==> src/rtl/spi_rx_pkg.sv <==
// spi_rx_pkg: shared state encoding, default frame length and counter sizing for spi_slave_rx
package spi_rx_pkg;
  localparam int DEFAULT_DATA_BITS = 24;
  typedef enum logic [1:0] {IDLE = 2'd0, SHIFT = 2'd1, COMMIT = 2'd2} spi_rx_state_e;
  localparam logic [1:0] ST_IDLE = IDLE;
  localparam logic [1:0] ST_SHIFT = SHIFT;
  localparam logic [1:0] ST_COMMIT = COMMIT;
  function automatic int cnt_width(input int data_bits);
    return $clog2(data_bits + 2);
  endfunction
endpackage

==> src/rtl/spi_slave_rx_sync.sv <==
// sync_edge_detect: synchroniser with rise/fall strobes; SPI_RX_GLITCH_FILTER_EN adds a 3-sample majority filter
module sync_edge_detect
  import spi_rx_pkg::*;
#(
  parameter int SYNC_STAGES = 2,
  parameter logic RST_VAL = 1'b1
) (
  input  logic i_clock,
  input  logic i_reset_n,
  input  logic i_async,
  output logic o_rise,
  output logic o_fall
);
  logic [SYNC_STAGES-1:0] sync_q;
  logic level, level_q;
  always_ff @(posedge i_clock or negedge i_reset_n)
    if (!i_reset_n) sync_q <= {SYNC_STAGES{RST_VAL}};
    else sync_q <= {sync_q[SYNC_STAGES-2:0], i_async};
`ifdef SPI_RX_GLITCH_FILTER_EN
  logic [1:0] hist_q;
  always_ff @(posedge i_clock or negedge i_reset_n)
    if (!i_reset_n) hist_q <= {2{RST_VAL}};
    else hist_q <= {hist_q[0], sync_q[SYNC_STAGES-1]};
  // a single-cycle excursion never wins two of the three samples
  assign level = (sync_q[SYNC_STAGES-1] & hist_q[0]) | (sync_q[SYNC_STAGES-1] & hist_q[1]) |
                 (hist_q[0] & hist_q[1]);
`else
  assign level = sync_q[SYNC_STAGES-1];
`endif
  always_ff @(posedge i_clock or negedge i_reset_n)
    if (!i_reset_n) level_q <= RST_VAL;
    else level_q <= level;
  assign o_rise = level & ~level_q;
  assign o_fall = ~level & level_q;
endmodule

==> src/rtl/spi_slave_rx.sv <==
// spi_slave_rx: oversampled SPI receiver (CS low, SCK idle high, MSB first) with valid/ready output.
// SPI_RX_GLITCH_FILTER_EN enables SCK/CS majority filtering and one extra SDI alignment stage.
module spi_slave_rx
  import spi_rx_pkg::*;
#(
  parameter int DATA_BITS = DEFAULT_DATA_BITS,
  parameter int SYNC_STAGES = 2
) (
  input  logic                 i_clock,
  input  logic                 i_reset_n,
  input  logic                 i_SPI_CS,
  input  logic                 i_SPI_clock,
  input  logic                 i_SPI_data,
  output logic [DATA_BITS-1:0] o_data,
  output logic                 o_data_valid,
  input  logic                 i_data_ready,
  output logic                 o_busy,
  output logic                 o_frame_error,
  output logic                 o_overrun
);
  localparam int CW = cnt_width(DATA_BITS);
`ifdef SPI_RX_GLITCH_FILTER_EN
  localparam int SDI_STAGES = SYNC_STAGES + 1;
`else
  localparam int SDI_STAGES = SYNC_STAGES;
`endif
  logic [1:0] state;
  logic [CW-1:0] cnt;
  logic [DATA_BITS-1:0] shreg;
  logic [SDI_STAGES-1:0] sdi_q;
  logic fall_pend, sck_fall, sck_rise_unused, cs_rise, cs_fall;
  sync_edge_detect #(.SYNC_STAGES(SYNC_STAGES), .RST_VAL(1'b1)) u_sck (
    .i_clock(i_clock), .i_reset_n(i_reset_n), .i_async(i_SPI_clock),
    .o_rise(sck_rise_unused), .o_fall(sck_fall)
  );
  sync_edge_detect #(.SYNC_STAGES(SYNC_STAGES), .RST_VAL(1'b1)) u_cs (
    .i_clock(i_clock), .i_reset_n(i_reset_n), .i_async(i_SPI_CS),
    .o_rise(cs_rise), .o_fall(cs_fall)
  );
  always_ff @(posedge i_clock or negedge i_reset_n)
    if (!i_reset_n) sdi_q <= '0;
    else sdi_q <= {sdi_q[SDI_STAGES-2:0], i_SPI_data};
  always_ff @(posedge i_clock or negedge i_reset_n)
    if (!i_reset_n) begin
      state <= ST_IDLE;
      cnt <= '0;
      shreg <= '0;
      fall_pend <= 1'b0;
      o_data <= '0;
      o_data_valid <= 1'b0;
      o_busy <= 1'b0;
      o_frame_error <= 1'b0;
      o_overrun <= 1'b0;
    end else begin
      o_frame_error <= 1'b0;
      o_overrun <= 1'b0;
      if (o_data_valid && i_data_ready) o_data_valid <= 1'b0;
      case (state)
        ST_IDLE:
          if (cs_fall || fall_pend) begin
            state <= ST_SHIFT;
            cnt <= '0;
            shreg <= '0;
            fall_pend <= 1'b0;
            o_busy <= 1'b1;
          end
        ST_SHIFT:
          if (cs_rise) begin
            state <= ST_COMMIT;
            o_busy <= 1'b0;
          end else if (sck_fall) begin
            shreg <= {shreg[DATA_BITS-2:0], sdi_q[SDI_STAGES-1]};
            cnt <= (cnt == CW'(DATA_BITS + 1)) ? cnt : cnt + 1'b1;
          end
        ST_COMMIT: begin
          state <= ST_IDLE;
          // remember a select that reasserts during commit so IDLE still starts the frame
          fall_pend <= cs_fall;
          if (cnt == CW'(DATA_BITS)) begin
            if (o_data_valid && !i_data_ready) o_overrun <= 1'b1;
            else begin
              o_data <= shreg;
              o_data_valid <= 1'b1;
            end
          end else if (cnt != '0) o_frame_error <= 1'b1;
        end
        default: state <= ST_IDLE;
      endcase
    end
endmodule

==> config.mk <==
export PLATFORM = sky130hd
export DESIGN_NAME = spi_slave_rx
export DESIGN_NICKNAME = d
export VERILOG_FILES = /design/src/rtl/spi_rx_pkg.sv /design/src/rtl/spi_slave_rx_sync.sv /design/src/rtl/spi_slave_rx.sv
export SDC_FILE = /design/constraint.sdc
export NUM_CORES = 1
export LEC_CHECK = 0
export ABC_AREA = 1
export BUFFER_PORTS_ARGS = -buffer_cell sky130_fd_sc_hd__buf_2
export CORE_ASPECT_RATIO = 0.75
export CORE_MARGIN = 10
export CORE_UTILIZATION = 50
export DETAILED_ROUTE_END_ITERATION = 8
export HOLD_SLACK_MARGIN = 0.06
export PLACE_DENSITY = 0.72
export SYNTH_ARGS = -nofsm -noshare
export SYNTH_HDL_FRONTEND = slang
export SYNTH_SLANG_ARGS = --single-unit
==> constraint.sdc <==
create_clock -name i_clock -period 1.73 [get_ports i_clock]
set_input_delay 0.173 -clock i_clock [delete_from_list [all_inputs] [get_ports i_clock]]
set_output_delay 0.173 -clock i_clock [all_outputs]
set_load 0.005 [all_outputs]
# == Word-level counts from Yosys, hierarchy flattened ==
# Index checks and enable logic that the tools add are counted.
# totals
out_inout_bits,28
reg_bits,68
# classes
n_reduce_logical,14
bitwise_logic,7
mux,27
add_sub_neg,1
eq_ne,9
# ops
cell,count
24-bit two-way mux,3
24-bit case mux with 2 select lines,1
5-bit two-way mux,4
1-bit two-way mux,13
"5-bit equality test, second input constant",2
"2-bit != test, second input constant",5
5-bit case mux with 2 select lines,1
3-bit AND reduction,2
"5-bit by 1-bit adder with 5-bit output, second input constant",1
5-bit AND reduction,1
5-bit nonzero test,1
2-bit two-way mux,2
1-bit NOT,4
1-bit case mux with 2 select lines,2
2-bit case mux with 2 select lines,1
2-bit AND reduction,2
4-bit AND reduction,1
2-bit nonzero test,2
1-bit AND,3
"2-bit by 1-bit equality test with 1-bit output, second input constant",1
"2-bit equality test, second input constant",1
1-bit logical AND,2
2-bit zero test,1
1-bit zero test,1
1-bit logical OR,1

# == Logic depth before layout (Yosys ltp) ==
# logic_depth
word_depth,5
mapped_depth,9
mapped_depth_nobuf,9

# == Cells and area by module ==
# From an unflattened synthesis, not the netlist that was laid out.
# hier_totals
cells_unflattened,282
area_unflattened_um2,2796.4
# by_module_without_submodules
module,instances,area_each_um2,cells_each,seq_area_each_um2
spi_slave_rx,1,2608.8,268,1551.5
sync_edge_detect,2,93.8,7,78.8

# == Worst setup path after synthesis ==
# No wires, ideal clock.
# synth_timing
path_type,reg2reg
startpoint,reg cnt[0]
endpoint,reg o_data[16]
setup_time_ps,118
path_stages_with_launch,9
arrival_ps,1371
setup_slack_ps,241
synth_period_minus_slack_ps,1489
path_buffers,1
cell_sequence,dfrtp_1 > inv_1 > ha_1 > inv_1 > nor3_4 > nand3_4 > buf_6 > nand2_1 > nand2_1
# synth_between
elab_chain_cells,2
# synth_lines
item,line,source
"start, declared",spi_slave_rx.sv:28,logic [CW-1:0] cnt;
"start signal, assigned",spi_slave_rx.sv:73,cnt <= (cnt == CW'(DATA_BITS + 1)) ? cnt : cnt + 1'b1;
5-bit equality test,spi_slave_rx.sv:79,if (cnt == CW'(DATA_BITS)) begin
3-bit AND reduction (no line),-,
"end signal, assigned",spi_slave_rx.sv:82,o_data <= shreg;
"end, declared",spi_slave_rx.sv:14,"output logic [DATA_BITS-1:0] o_data,"
# No other way between the ends.
# A chain may end at the register's enable or synchronous reset.

# == Final worst setup path ==
# layout_timing
startpoint,reg cnt[1]
endpoint,reg o_data[3]
# Same word-level chain as after synthesis.

==> impl_results.md <==
- Result of the run: finished clean
- Async set-or-reset flop fraction in the synthesized netlist: between 90% and 100%
- Leak: 1.87 nW
- Cell accounting for the most synthesized area: sky130_fd_sc_hd__dfrtp_1
- Worst-path cell with the longest stage delay: sky130_fd_sc_hd__dfrtp_1
- DP Worst Slack: ~0.089 ns
- Type of the worst setup path: flip-flop to flip-flop
- Share of total power in combinational logic: about 15%
- Post-Synth Simple-Gate Area: ~31%
- Average instance area after synthesis: about 9.2 µm²
- Worst min-delay path category: flip-flop to flip-flop
- Clock root buffer master: sky130_fd_sc_hd__clkbuf_8
- Post-Syn Area: 0.00284 mm²
- Max clock buf depth: 2
- Remaining max-slew budget at the tightest pin: between 70% and 80%
- End point of the critical path: o_data[3]
- Number of endpoints failing setup at the final stage: 0
- TNS Setup: 0 ns
- Ranking of synthesized cells by instance count: 121 x sky130_fd_sc_hd__nand2_1, 62 x sky130_fd_sc_hd__dfrtp_1, 31 x sky130_fd_sc_hd__nand3_1, 24 x sky130_fd_sc_hd__nand4_1, 19 x sky130_fd_sc_hd__inv_1
- DPL Wire Length: about 3800 µm
- Post-synth EDFFs: 0
- Share of cells above drive strength 1: between 10% and 20%
- Max Clock Skew: about 0.0068 ns
- Worst skew pair latency: around 0.34 ns
- Number of cells produced by synthesis: 310
- Worst path setup slack after routing: between 0.1 and 0.15 ns
- CP startpoint: cnt[1]
- Global-route wire length before repair: a little over 10,000 µm
- Fraction of power consumed by the clock network: 35.4%
- Startpoint class of the critical path: flip-flop
- Main combinational cell family by area after synthesis: simple AND/OR/NAND/NOR gates
- Standard cell area after detailed placement: 0.00309 mm²
- Post-Syn Nets: 319
- DRC violation count after routing: 0
- Fin crit period: 1.62 ns
- Antenna violations before repair: 0
- Core Area: around 0.0054 mm²
- Final Cycle Share: 93.8%
- Data arrival at the endpoint of the critical path: 1.85 ns
- CP max FO: 12
- Netlist cell types: 22
- Yosys top cell area share: around 55%
- Flops & latches, synth: a little under 70
- Logic depth of the worst register-to-register path: 7
- Vias post-DR: 2,153
- Die outline height: 85.3 µm
- Net count of the finished layout: between 300 and 400
- Leading cell type by number of instances after synthesis: sky130_fd_sc_hd__nand2_1
- Number of endpoints with negative hold slack in the final report: 0
- Antenna fix cells: 0
- Total number of H-tree levels: 3
- Final cell count without fillers: between 400 and 500
- Die width: 107 µm
- Number of max-cap violations: 0
- Most instantiated flip-flop cell in the synthesis netlist: sky130_fd_sc_hd__dfrtp_1
- Number of global-route vias before repair: between 2k and 2.5k
- GR Overflow Total: 0
- Number of sinks on the clock net: 68
- Number of buffers created by CTS: 9
- Post-synthesis mux area share: 0%
- Reg-to-Reg End: o_data[3]
- Total Wirelength: 6000 µm
- Post-detailed-route via-to-cell ratio: 4.98
- Effective utilization at floorplan: a little over half
- Critical Path Sink Type: flip-flop
- Internal power: between 2 and 3 mW
- DR iter-0 viols: between 90 and 100
- Setup slack, reg-to-reg: 0.11 ns
- Part of the power in registers: roughly 50%
- Worst slack on hold paths: roughly 0.36 ns
- Top post-synthesis cells by area: sky130_fd_sc_hd__dfrtp_1 55%, sky130_fd_sc_hd__nand2_1 16%, sky130_fd_sc_hd__dfstp_2 5.5%, sky130_fd_sc_hd__nand3_1 5.5%, sky130_fd_sc_hd__nand4_1 5.3%
- Sequential fraction of the synthesis area: 60.1%
- Switching power of the nets: between 1 and 1.5 mW
- Port Buf Inserts: 33
- Cell Rows: 23
- Cell chain of the critical path: inv_1 > ha_1 > inv_1 > nor3_4 > nand3_4 > nand2_1 > nand2_1
- Worst reg2reg path startpoint: cnt[1]
- Mean routed wirelength per cell: ~14 µm
- Slew at the pin with the worst max-slew slack: around 0.45 ns
- Layout overhead on the synthesized area: 17.5%
- Switching share of power: between 20% and 30%
- Yosys warnings: 0
- Largest net degree at the start of global routing: 69
- Final antenna-violating net count: 0
- Routability Congestion: between 0.7 and 0.8
- Data required time at the worst endpoint: slightly below 2 ns
- Clock tree from TritonCTS: yes
- First-pass DRT Iterations: 5
- Die area: about 0.0091 mm²
- Area share of fa/ha/maj cells after synthesis: under 10%
- Compound-gate portion of the synthesized area: under 10%
- Final slew viol count: 0
- Highest Clock Rate: a little over 600 MHz
- Clock-pin slew reported for the worst setup and hold paths after clock tree synthesis: around 0.07 ns
- Slowest Stage Delay on Critical Path: around 0.42 ns
- Design area: 0.00334 mm²
- Area share of xor/xnor cells in the synthesized design: 0%
- Number of cells after detailed placement: 411
- Total power per unit cell area: about 1100 mW/mm²
- Number of buffers inserted by post-CTS setup repair: 0
- IO Count: 34
- VDD IR max: 0.762 mV
- Total global-route track usage: 13.7%
-- repair_timing --
action	in CTS	in global routing
setup endpoints to repair	0	23
hold buffers	4	0
endpoints found under the hold margin	65	0
gates resized for setup	0	2
-- flip-flops by register name (all words and copies together), names as in the netlist --
signal,flops
o_frame_error,1
o_data,24
o_data_valid,1
o_overrun,1
u_cs.sync_q,2
o_busy,1
u_sck.level_q,1
u_sck.sync_q,2
u_cs.level_q,1
sdi_q,2
state,2
shreg,24
cnt,5
fall_pend,1
-- power groups by stage --
stage | clock network, mW | logic (mW) | registers (mW)
global placement | 0 | 0.523 | 1.78
detailed placement | 0 | 0.529 | 1.79
floorplan | 0 | 0.391 | 1.76
CTS | 1.30 | 0.539 | 1.76
finish | 1.26 | 0.538 | 1.76
global route | 1.38 | 0.609 | 1.78
-- cell type report --
type	count	area, µm²
fill	480	2070
sequential	68	1710
multi-input combinational	207	967
timing repair buffer	46	298
clock buffer	12	145
tap	75	93.8
inverter	20	75.1
clock inverter	4	48.8
-- through the flow --
| stage | total power [mW] | utilization [%] |
|---|---|---|
| 2_1_floorplan | 2.16 | - |
| 3_3_place_gp | 2.30 | 57.0 |
| 3_5_place_dp | 2.32 | 57.0 |
| 4_1_cts | 3.60 | 61.4 |
| 5_1_grt | 3.77 | 61.7 |
| 6_report | 3.57 | 61.7 |
-- layout by cell type, fill, tap and decap left out --
cell,n
sky130_fd_sc_hd__buf_12,2
sky130_fd_sc_hd__inv_1,19
sky130_fd_sc_hd__clkinv_2,2
sky130_fd_sc_hd__dfrtp_2,1
sky130_fd_sc_hd__a211oi_1,1
sky130_fd_sc_hd__dfstp_2,6
sky130_fd_sc_hd__a21oi_1,1
sky130_fd_sc_hd__nor3_1,1
sky130_fd_sc_hd__nand2_1,121
sky130_fd_sc_hd__nand4_1,24
sky130_fd_sc_hd__clkinv_4,1
sky130_fd_sc_hd__inv_2,1
sky130_fd_sc_hd__nand2_2,2
sky130_fd_sc_hd__buf_4,7
sky130_fd_sc_hd__bufinv_16,1
sky130_fd_sc_hd__nand3_1,31
sky130_fd_sc_hd__nand3_4,2
sky130_fd_sc_hd__nor2_2,2
sky130_fd_sc_hd__nor3_4,1
sky130_fd_sc_hd__buf_2,33
sky130_fd_sc_hd__o22ai_1,1
sky130_fd_sc_hd__dlygate4sd3_1,4
sky130_fd_sc_hd__dfrtp_1,61
sky130_fd_sc_hd__ha_1,3
sky130_fd_sc_hd__clkbuf_8,10
sky130_fd_sc_hd__clkbuf_1,2
sky130_fd_sc_hd__nor2_1,12
sky130_fd_sc_hd__o21ai_0,5
-- cell families after synthesis --
kind of cell	Yosys count
AND/OR/NAND/NOR	195
AO/OA/AOI/OAI	8
adder cells (fa/ha/maj)	3
buffers and inverters	36
flip-flops	68
-- worst max-delay path, delay by kind of cell, from the launching register on --
family        cells  cell delay, ns
simple gates      4            0.79
flops             1            0.42
buf+inv           2            0.16
fa+ha+maj         1            0.14
-- how the worst min path moves through the flow --
stage	from	to	slack, ns	cells past startpoint
CTS	u_sck.sync_q[0]	u_sck.sync_q[1]	0.36	0
global route	u_sck.sync_q[0]	u_sck.sync_q[1]	0.36	0
detailed placement	i_reset_n	o_data[17]	0.22	2
global placement	i_reset_n	o_data[17]	0.22	2
finish	u_sck.sync_q[0]	u_sck.sync_q[1]	0.36	0
floorplan	i_reset_n	cnt[0]	-0.12	0
-- layer usage --
metal  share of wire [%]  GRT usage, %  vias up  wire, µm
li1                    -             -     1086         -
met4                0.23          2.94        0        14
met2                  45          20.9       40      2690
met3                 6.7          6.57        2       401
met5                   0             0        -         0
met1                  48          17.2     1025      2890
(Power assumes the default switching activity.)
